## src/rtl/ysyx_24100027_ifu_if.sv

```systemverilog
// Instruction-fetch memory bus.
// Carries one fetch request channel (valid/addr/ready) and one response
// channel (valid/data/err).
//   master : the fetch unit. It drives the request and receives the response.
//   slave  : the memory. It accepts the request and drives the response.
interface ysyx_24100027_ifu_if;
    logic        mem_req_valid;
    logic [31:0] mem_req_addr;
    logic        mem_req_ready;
    logic        mem_rsp_valid;
    logic [31:0] mem_rsp_data;
    logic        mem_rsp_err;

    modport master (
        output mem_req_valid,
        output mem_req_addr,
        input  mem_req_ready,
        input  mem_rsp_valid,
        input  mem_rsp_data,
        input  mem_rsp_err
    );

    modport slave (
        input  mem_req_valid,
        input  mem_req_addr,
        output mem_req_ready,
        output mem_rsp_valid,
        output mem_rsp_data,
        output mem_rsp_err
    );
endinterface

```

## src/rtl/ysyx_24100027_ifu.sv

```systemverilog
// Instruction fetch unit.
// Fetches one instruction at a time from memory and presents it to the CPU
// together with its address. The unit cycles through three states:
//   REQ  - issue a request
//   WAIT - wait for the response
//   HOLD - hand the instruction to the CPU
// A memory error, or a misaligned redirect target, parks the unit in FAULT.
// It leaves FAULT only when the CPU supplies an aligned redirect.
// Ports:
//   clk            - clock; all state changes on the rising edge
//   rst            - asynchronous active-low reset
//   mem            - fetch bus (master side)
//   pc, inst       - address and word of the instruction held for the CPU
//   inst_valid     - pc/inst are valid (HOLD only)
//   inst_ready     - CPU consumes pc/inst this cycle
//   redirect_valid - next pc comes from redirect_pc (sampled in HOLD/FAULT)
//   redirect_pc    - redirect target
//   fetch_fault    - sticky fault flag
module ysyx_24100027_ifu #(
    parameter logic [31:0] RESET_PC = 32'h8000_0000
) (
    input  logic                       clk,
    input  logic                       rst,
    ysyx_24100027_ifu_if.master        mem,
    output logic [31:0]                pc,
    output logic [31:0]                inst,
    output logic                       inst_valid,
    input  logic                       inst_ready,
    input  logic                       redirect_valid,
    input  logic [31:0]                redirect_pc,
    output logic                       fetch_fault
);

    typedef enum logic [1:0] {
        S_REQ   = 2'd0,
        S_WAIT  = 2'd1,
        S_HOLD  = 2'd2,
        S_FAULT = 2'd3
    } state_e;

    localparam logic [31:0] NOP_INST = 32'h0000_0013;

    state_e      r_state;
    logic [31:0] r_pc;
    logic [31:0] r_inst;
    logic        r_req_valid;
    logic        r_inst_valid;
    logic        r_fault;

    logic [31:0] w_pc_inc;
    logic [31:0] w_next_pc;
    logic        w_next_misaligned;
    logic        w_redir_aligned;

    // The addition wraps naturally, so 32'hFFFF_FFFC + 4 gives 0.
    assign w_pc_inc          = r_pc + 32'd4;
    assign w_next_pc         = redirect_valid ? redirect_pc : w_pc_inc;
    assign w_next_misaligned = (w_next_pc[1:0] != 2'b00);
    assign w_redir_aligned   = (redirect_pc[1:0] == 2'b00);

    // Fetch FSM: holds the state and all registered outputs.
    always_ff @(posedge clk or negedge rst) begin
        if (!rst) begin
            r_state      <= S_REQ;
            r_pc         <= RESET_PC;
            r_inst       <= NOP_INST;
            r_req_valid  <= 1'b0;
            r_inst_valid <= 1'b0;
            r_fault      <= 1'b0;
        end else begin
            case (r_state)
                S_REQ: begin
                    // r_req_valid is low here only on the first cycle after
                    // reset. Every other entry into REQ raises it together
                    // with the state change.
                    if (!r_req_valid) begin
                        r_req_valid <= 1'b1;
                    end else if (mem.mem_req_ready) begin
                        r_req_valid <= 1'b0;
                        r_state     <= S_WAIT;
                    end
                end
                S_WAIT: begin
                    if (mem.mem_rsp_valid) begin
                        if (mem.mem_rsp_err) begin
                            r_fault <= 1'b1;
                            r_state <= S_FAULT;
                        end else begin
                            r_inst       <= mem.mem_rsp_data;
                            r_inst_valid <= 1'b1;
                            r_state      <= S_HOLD;
                        end
                    end
                end
                S_HOLD: begin
                    if (inst_ready) begin
                        r_inst_valid <= 1'b0;
                        r_pc         <= w_next_pc;
                        // A misaligned target is loaded into pc so that the
                        // CPU can see which address faulted. No request is
                        // issued for it.
                        if (w_next_misaligned) begin
                            r_fault <= 1'b1;
                            r_state <= S_FAULT;
                        end else begin
                            r_req_valid <= 1'b1;
                            r_state     <= S_REQ;
                        end
                    end
                end
                S_FAULT: begin
                    if (redirect_valid) begin
                        r_pc <= redirect_pc;
                        if (w_redir_aligned) begin
                            r_fault     <= 1'b0;
                            r_req_valid <= 1'b1;
                            r_state     <= S_REQ;
                        end
                    end
                end
                default: begin
                    r_state      <= S_REQ;
                    r_req_valid  <= 1'b0;
                    r_inst_valid <= 1'b0;
                end
            endcase
        end
    end

    assign mem.mem_req_valid = r_req_valid;
    assign mem.mem_req_addr  = r_pc;
    assign pc                = r_pc;
    assign inst              = r_inst;
    assign inst_valid        = r_inst_valid;
    assign fetch_fault       = r_fault;

endmodule

```

## src/flat_wrapper.sv

```systemverilog
// flat-port wrapper written by rule: the top's interface ports become plain ports
module ysyx_24100027_ifu_flat 
#(
    parameter logic [31:0] RESET_PC = 32'h8000_0000
)
  (clk, rst, pc, inst, inst_valid, inst_ready, redirect_valid, redirect_pc, fetch_fault, mem_mem_req_valid, mem_mem_req_addr, mem_mem_req_ready, mem_mem_rsp_valid, mem_mem_rsp_data, mem_mem_rsp_err);
  ysyx_24100027_ifu_if mem_i ();
  input  logic clk;
  input  logic rst;
  output logic [31:0] pc;
  output logic [31:0] inst;
  output logic inst_valid;
  input  logic inst_ready;
  input  logic redirect_valid;
  input  logic [31:0] redirect_pc;
  output logic fetch_fault;
  output wire logic [$bits(mem_i.mem_req_valid)-1:0] mem_mem_req_valid;
  output wire logic [$bits(mem_i.mem_req_addr)-1:0] mem_mem_req_addr;
  input wire logic [$bits(mem_i.mem_req_ready)-1:0] mem_mem_req_ready;
  input wire logic [$bits(mem_i.mem_rsp_valid)-1:0] mem_mem_rsp_valid;
  input wire logic [$bits(mem_i.mem_rsp_data)-1:0] mem_mem_rsp_data;
  input wire logic [$bits(mem_i.mem_rsp_err)-1:0] mem_mem_rsp_err;
  assign mem_mem_req_valid = mem_i.mem_req_valid;
  assign mem_mem_req_addr = mem_i.mem_req_addr;
  assign mem_i.mem_req_ready = mem_mem_req_ready;
  assign mem_i.mem_rsp_valid = mem_mem_rsp_valid;
  assign mem_i.mem_rsp_data = mem_mem_rsp_data;
  assign mem_i.mem_rsp_err = mem_mem_rsp_err;
  ysyx_24100027_ifu #(.RESET_PC(RESET_PC)) u_core (.clk(clk), .rst(rst), .mem(mem_i), .pc(pc), .inst(inst), .inst_valid(inst_valid), .inst_ready(inst_ready), .redirect_valid(redirect_valid), .redirect_pc(redirect_pc), .fetch_fault(fetch_fault));
endmodule
```

## config.mk

```make
export PLATFORM = sky130hd
export DESIGN_NAME = ysyx_24100027_ifu_flat
export DESIGN_NICKNAME = d
export VERILOG_FILES = /design/src/rtl/ysyx_24100027_ifu_if.sv /design/src/rtl/ysyx_24100027_ifu.sv /design/src/flat_wrapper.sv
export SDC_FILE = /design/constraint.sdc
export NUM_CORES = 1
export LEC_CHECK = 0
export CORE_MARGIN = 8
export CORE_UTILIZATION = 40
export DETAILED_ROUTE_END_ITERATION = 6
export PLACE_DENSITY = 0.87
export SKIP_CTS_REPAIR_TIMING = 1
export SYNTH_ARGS = -nofsm -noshare
export SYNTH_HDL_FRONTEND = slang
export SYNTH_SLANG_ARGS = --single-unit
```

## constraint.sdc

```tcl
create_clock -name clk -period 3.72 [get_ports clk]
set_clock_uncertainty 0.1 [all_clocks]
set_input_delay 0.372 -clock clk [delete_from_list [all_inputs] [get_ports clk]]
set_output_delay 0.372 -clock clk [all_outputs]
set_load 0.01 [all_outputs]
```

== After elaboration in Yosys (flattened, before gate mapping) ==
Index checks and enable logic that the tools add are counted.

* Add/sub/neg operators: 1
* Equal/unequal tests: 13
* Mux-type cells: 31
* Bitwise logic cells: 1
* Reductions and logical operators: 13

{| class="wikitable"
|+ Operators by type and width
! kind !! number
|-
| 32-bit 2-to-1 mux || 3
|-
| 32-bit case mux with 2 select lines || 1
|-
| 32-bit by 3-bit adder with 32-bit output, second input constant || 1
|-
| 1-bit 2-to-1 mux || 16
|-
| 2-bit 2-to-1 mux || 7
|-
| 2-bit != test, second input constant || 7
|-
| 2-bit case mux with 4 select lines || 1
|-
| 7-bit AND reduction || 1
|-
| 2-bit by 1-bit != test with 1-bit output, second input constant || 3
|-
| 1-bit case mux with 3 select lines || 2
|-
| 3-bit AND reduction || 2
|-
| 6-bit AND reduction || 1
|-
| 2-bit nonzero test || 3
|-
| 3-bit nonzero test || 2
|-
| 5-bit AND reduction || 1
|-
| 2-bit == test, second input constant || 2
|-
| 2-bit zero test || 2
|-
| 4-bit AND reduction || 1
|-
| 2-bit by 1-bit == test with 1-bit output, second input constant || 1
|-
| 1-bit case mux with 2 select lines || 1
|-
| 1-bit NOT || 1
|}

* Register bits after elaboration: 69
* Input bits: 71
* Output and inout port bits: 99

== Logic depth before layout (Yosys ltp) ==
Gate-level depths: netlist (run 1).

* Word-level depth: 6
* Depth in mapped cells: 7

== Least setup slack after synthesis (run 1) ==
OpenSTA, ideal clock, no wires.

* Path type: register to register
* Start point: register u_core.r_pc[2], in the netlist u_core.mem.mem_req_addr[2]
* End point: register u_core.r_pc[16], in the netlist u_core.mem.mem_req_addr[16]
* Setup time: 0.152 ns
* Data arrival time: 1.583 ns
* Required time: 3.468 ns
* Slack: 1.885 ns
* Cell stages (with the launch flop): 7
* Buffers on the path: 1
* Path through: dfrtp_1 > ha_1 > and3_1 > nand4_1 > buf_2 > o311ai_0 > o311ai_0

* Word-level cells in the longest chain between the ends: 4

{| class="wikitable"
|+ Ends and longest elaborated chain
! item !! RTL line !! text
|-
| from (decl) || ysyx_24100027_ifu.sv:44 || <nowiki>logic [31:0] r_pc;</nowiki>
|-
| from (signal assigned) || ysyx_24100027_ifu.sv:98 || <nowiki>r_pc <= w_next_pc;</nowiki>
|-
| from (signal assigned) || ysyx_24100027_ifu.sv:113 || <nowiki>r_pc <= redirect_pc;</nowiki>
|-
| 32-bit by 3-bit adder with 32-bit output || ysyx_24100027_ifu.sv:56 || <nowiki>assign w_pc_inc = r_pc + 32'd4;</nowiki>
|-
| 32-bit 2-to-1 mux || ysyx_24100027_ifu.sv:57 || <nowiki>assign w_next_pc = redirect_valid ? redirect_pc : w_pc_inc;</nowiki>
|-
| 32-bit 2-to-1 mux || ysyx_24100027_ifu.sv:96 || <nowiki>if (inst_ready) begin</nowiki>
|-
| 32-bit case mux with 2 select lines || ysyx_24100027_ifu.sv:71 || <nowiki>case (r_state)</nowiki>
|}

No other way between the ends. The select of a mux whose other input is x is not followed.
A chain may end at the register's enable or synchronous reset.

== Worst setup path in the final report (run 1) ==
* Start point: register u_core.r_pc[2], in the netlist u_core.mem.mem_req_addr[2]
* End point: register u_core.r_pc[28], in the netlist u_core.mem.mem_req_addr[28]

The elaborated chain is that of the path after synthesis.

==> results of run 1 <==
## flip-flops by register name, summed over array words and instances, names as in the netlist
signal                    count
u_core.inst_valid             1
u_core.fetch_fault            1
u_core.mem.mem_req_valid      1
u_core.inst                  32
u_core.r_state                2
u_core.mem.mem_req_addr      32
## power breakdown
part / leakage, nW / switching, mW / total, mW / internal (mW)
clock network: 0.0921 / 0.283 / 0.559 / 0.275
logic: 1.26 / 1.04 / 2.42 / 1.38
registers: 0.807 / 0.450 / 1.59 / 1.14
## area by class of cell
type | instances | area (µm²) | area share [%]
Timing Repair Buffer | 174 | 1720 | 31.9
Multi-Input combinational cell | 243 | 1620 | 29.9
Tap cell | 111 | 139 | 2.57
Inverter | 6 | 22.5 | 0.416
Clock inverter | 4 | 22.5 | 0.416
Sequential cell | 69 | 1730 | 32.0
Clock buffer | 12 | 155 | 2.87
## logic make-up after synthesis
family / synth area share [%]
compound gates: 17.3
fa+ha+maj: 0.340
buf+inv: 9.49
flops: 47.1
mux: 10.3
simple gates: 15.5
## metrics by stage
| stage | power (mW) | hold slack [ns] | instances | instance area (µm²) | setup slack [ns] |
|---|---|---|---|---|---|
| after floorplan | 2.81 | -0.0236 | 369 | 3680 | 1.88 |
| after global placement | 3.94 | 0.372 | 603 | 5230 | 1.25 |
| after detailed placement | 4.04 | 0.380 | 603 | 5230 | 1.16 |
| after CTS | 4.62 | 0.0127 | 619 | 5410 | 1.35 |
| after global routing | 4.88 | 0.0576 | 619 | 5410 | 1.17 |
| final | 4.57 | -0.00838 | 619 | 5410 | 1.32 |
## cell usage in the layout (no fill, tap or decap), drive strengths merged, types with 2 or more instances in the layout
cell type,count
a2bb2oi,6
and4,5
o311ai,3
and3,6
clkinv,3
clkbuf,12
clkdlybuf4s50,168
or4,3
a311oi,7
o32ai,5
nand3,18
a32oi,2
a21oi,35
nand2b,2
nor3,9
o22ai,7
buf,6
inv,6
and2,3
dfrtp,65
a21o,3
o31ai,4
nor2,15
mux2i,2
mux2,32
o21ai,20
nand2,37
nand4,4
dfstp,4
nand3b,3
## worst max-delay path by stage
stage | start | end | slack (ns) | cells after the start
after floorplan | u_core.mem.mem_req_addr[2] | u_core.mem.mem_req_addr[16] | 1.88 | 6
after global placement | redirect_valid | u_core.mem.mem_req_addr[30] | 1.25 | 6
after detailed placement | redirect_valid | u_core.mem.mem_req_addr[16] | 1.16 | 7
after CTS | u_core.mem.mem_req_addr[2] | u_core.mem.mem_req_addr[28] | 1.35 | 6
after global routing | u_core.r_state[0] | u_core.mem.mem_req_addr[16] | 1.17 | 6
final | u_core.mem.mem_req_addr[2] | u_core.mem.mem_req_addr[28] | 1.32 | 6
## layer usage
layer	part of all wire (%)	track usage [%]
met5	0.088	0
met4	1.2	5.56
met3	11	7.14
met2	49	31.5
met1	38	19.7
==> flow_summary.yaml, run 1 <==
synthesis:
  synth_ff_type: "dfrtp_1"
  synth.distinct_cells: 48
  yosysSeqAreaShare_pct: 47.1
  yosysWarnings: 0
  syn_area_per_cell_um2: 9.97
  yosys.area.top_type: "dfrtp_1"
  synth-edff-count: 0
  netlist_top_cells_count: "dfrtp_1 (65), nand2_1 (37), a21oi_1 (35), buf_4 (33), mux2_2 (32)"
  synth_fp_nets: 441
  syn_inst: 369
  synth.most_common_cell: "dfrtp_1"
  synthTopCellsByArea: "dfrtp_1 (44%), mux2_2 (9.8%), buf_4 (6.7%)"
  async_flop_share_pct: 100
  ys_ff_latch: 69
  synth_area_um2: 3680
  yosysTopAreaCellShare_pct: 44.2
clock_network:
  ctsHtreeMaxLevel: 3
  cts-root-buf: "clkbuf_8"
  cts_inserted_buffers: 9
  cts_tree: "built"
  clk_latency_ns: 0.34
  path_clk_slew_ns: 0.07
  cts.sinks: 69
  cts_buffer_depth: 2
cells_and_area:
  fin_nets: 575
  fin_util_pct: 59.7
  n_fill_cell: 743
  drive_above_1_share_pct: 13.2
  area_growth_syn_to_layout_pct: 47.1
  diodes: 0
timing:
  max_freq_mhz: 417
  fin_crit_sh_pct: 64.4
  hold_viol: 7
  setup_tns_ns: 0
  maxSlewViolCount: 0
  relSlewSlack_pct: 49.8
  rsz0062_at_grt: "no"
  worst_pin_slew_ns: 0.753
  fin_crit_ns: 2.40
  whs_ns: -0.00838
  final-setup-viol-count: 0
setup_path:
  reg2reg_depth: 6
  path_cells: "ha_1, and3_1, nand4_1, nor3_1, nor3_1, a311oi_1"
  crit_family: "simple AND/OR/NAND/NOR gates"
  cp.required_ns: 3.86
  critPathLaunchType: "flop"
  cp.arrival_ns: 2.54
  timing.rr.end: "u_core.mem.mem_req_addr[28]"
  cp_slowest_cell: "nor3_1"
  r2r_slack_ns: 1.32
  crit_buf_inv: 0
  slowest_delay_ns: 0.49
  cp_max_fo: 12
  reg2reg_from: "u_core.mem.mem_req_addr[2]"
  crit_type: "reg -> reg"
  critPathCaptureType: "flop"
  crit_top_cell: "nor3_1"
global_route:
  grt.total_usage_pct: 18.1
  overflow: 0
  grt_max_degree: 38
  antenna_found_initial: 1
  grt_pass1_vias: 3675
  grt_pass1_wl_um: 18500
floorplan:
  pin_count: 170
  die_h_um: 112
  die_area_um2: 12500
  die_width_um: 112
  rows: 35
  core_area_um2: 9060
  start_util_pct: 40.6
route:
  wire_per_inst_um: 18.3
  vias: 3440
  vias_per_cell: 5.56
  antenna_left: 0
  dr.first_iter.drc_count: 107
  firstDrtPassIters: 5
  drc: 0
  wl_um: 11300
place:
  dpl.hpwl_um: 8570
  routabilityCongestion: 0.831
  port_buffers: 169
power_and_ir_drop:
  p_per_area_nw_per_um2: 845
  ir_drop_uv: 471
  p_leak_nw: 2.15
outcome:
  violations: "negative hold slack"
  outcome: "finished with violations"
min_path:
  worstHoldPathType: "in -> async"
job:
  cap_violations: 0
No activity file was read; power rests on OpenSTA's default activity.
==> run 2: changes to the inputs <==
--- a/config.mk
+++ b/config.mk
@@ -6,7 +6,7 @@
 export NUM_CORES = 1
 export LEC_CHECK = 0
 export CORE_MARGIN = 8
-export CORE_UTILIZATION = 40
+export CORE_UTILIZATION = 38
 export DETAILED_ROUTE_END_ITERATION = 6
 export PLACE_DENSITY = 0.87
 export SKIP_CTS_REPAIR_TIMING = 1
==> constraint.sdc (replaced) <==
create_clock -name clk -period 2.1 [get_ports clk]
set_clock_uncertainty 0.1 [all_clocks]
set_input_delay 0.21 -clock clk [delete_from_list [all_inputs] [get_ports clk]]
set_output_delay 0.21 -clock clk [all_outputs]
set_load 0.01 [all_outputs]
==> flow_summary.yaml, run 2 (same netlist as run 1, synthesis figures left out) <==
outcome:
  outcome: "completed"
cells_and_area:
  mostFrequentLayoutCell: "clkdlybuf4s50_1"
  diodes: 0
  area_growth_syn_to_layout_pct: 53.8
  drive_above_1_share_pct: 16.5
  most-common-layout-cells: "clkdlybuf4s50_1 (168), dfrtp_1 (64), nand2_1 (37)"
  fin_nets: 593
  fin_area_um2: 5660
  fin_util_pct: 59.0
clock_network:
  cts-root-buf: "clkbuf_8"
  ctsHtreeMaxLevel: 3
  cts_inserted_buffers: 9
  cts.sinks: 69
  cts_buffer_depth: 2
  path_clk_slew_ns: 0.08
  cts_tree: "built"
  clk_latency_ns: 0.35
route:
  antenna_left: 0
  dr.first_iter.drc_count: 202
  wl_um: 11600
  drc: 0
  vias: 3573
  vias_per_cell: 5.42
  wire_per_inst_um: 17.6
  firstDrtPassIters: 4
global_route:
  antenna_found_initial: 0
  grt_pass1_vias: 3672
  grt_pass1_wl_um: 18500
  overflow: 0
  grt.total_usage_pct: 17.6
  grt_max_degree: 70
timing:
  final-setup-viol-count: 0
  fin_crit_sh_pct: 95.2
  rsz0062_at_grt: "no"
  whs_ns: 0.327
  hold_viol: 0
  max_freq_mhz: 500
  maxSlewViolCount: 0
  fin_crit_ns: 2.00
  worst_pin_slew_ns: 0.876
  relSlewSlack_pct: 41.6
  setup_tns_ns: 0
power_and_ir_drop:
  power.switching_mw: 3.25
  ir_drop_uv: 696
  p_int_mw: 5.34
  power_frac_clock_pct: 14.3
  seq_power_share_pct: 31.0
  total_power_mw: 8.58
  p_per_area_nw_per_um2: 1520
  switching_share_pct: 37.8
  p_comb_share_pct: 54.7
  p_leak_nw: 2.27
floorplan:
  die_area_um2: 13100
  die_h_um: 114
  start_util_pct: 38.4
  rows: 36
  die_width_um: 114
  pin_count: 170
  core_area_um2: 9590
setup_path:
  critPathLaunchType: "flop"
  slowest_delay_ns: 0.41
  cp_slowest_cell: "dfrtp_2"
  cp.arrival_ns: 2.14
  timing.rr.end: "u_core.mem.mem_req_addr[22]"
  crit_type: "reg -> reg"
  reg2reg_depth: 7
  path_cells: "ha_1, and3_1, nand4_1, buf_12, and2b_1, a311oi_1, a311oi_1"
  crit_top_cell: "a311oi_1"
  reg2reg_from: "u_core.mem.mem_req_addr[3]"
  cp_max_fo: 12
  r2r_slack_ns: 0.1
  critPathCaptureType: "flop"
  cp.required_ns: 2.24
min_path:
  worstHoldPathType: "in -> reg"
  min_delay_path_depth: 3
  min_to: "u_core.mem.mem_req_addr[2]"
  min_from: "redirect_pc[2]"
place:
  placed_area_um2: 5420
  dpl.hpwl_um: 8750
  routabilityCongestion: 0.855
  port_buffers: 169
job:
  cap_violations: 0
## run 2: changes by cell type in the layout (fill, tap and decap cells not counted), sizes merged
| cell | delta |
|---|---|
| clkbuf | -3 |
| inv | +1 |
| dlygate4sd3 | +1 |
| bufinv | +2 |
| buf | +17 |
## run 2: worst max-delay path by stage
stage               slack (ns)  cells past startpoint                          end                        from
floorplan                 0.26                      6  u_core.mem.mem_req_addr[16]  u_core.mem.mem_req_addr[2]
global placement          0.11                      6  u_core.mem.mem_req_addr[30]              redirect_valid
detailed placement       -0.01                      7  u_core.mem.mem_req_addr[16]              redirect_valid
CTS                       0.03                      7  u_core.mem.mem_req_addr[30]  u_core.mem.mem_req_addr[3]
global route              0.02                      7  u_core.mem.mem_req_addr[22]  u_core.mem.mem_req_addr[2]
finish                     0.1                      7  u_core.mem.mem_req_addr[22]  u_core.mem.mem_req_addr[3]
## run 2: layout make-up
type,instances,area [µm²]
clock buffer,9,124
multi-input combinational,243,1610
timing repair buffer,192,1900
clock inverter,7,98.8
fill,800,3930
inverter,6,22.5
sequential,69,1730
tap,133,166
## run 2: worst max-delay path, delay by kind of cell (launching register included)
family / cells / cell delay [ns]
and+or+nand+nor: 3 / 0.58
buffers and inverters: 1 / 0.19
adders and majority gates: 1 / 0.22
DFF: 1 / 0.41
AOI/OAI and AO/OA: 2 / 0.41
## run 2: per-stage QoR
step / setup slack (ns) / instances
2_1_floorplan: 0.265 / 369
4_1_cts: 0.0296 / 658
6_report: 0.100 / 659
3_3_place_gp: 0.113 / 642
3_5_place_dp: -0.0120 / 642
5_1_grt: 0.0154 / 659
## run 2: routing by layer
metal,up-vias,part of all wire [%],track usage [%]
li1,1639,-,-
met4,0,2.0,7.01
met2,195,49,28.7
met3,24,12,8.18
met1,1715,38,19.5
met5,-,0,0
## run 2: power groups by stage
stage               registers [mW]  logic, mW  clock network (mW)
finish                        2.66       4.70                1.23
floorplan                     2.91       2.08                   0
detailed placement            2.67       4.72                   0
CTS                           2.66       4.73                1.26
global route                  2.76       5.07                1.31
global placement              2.61       4.61                   0
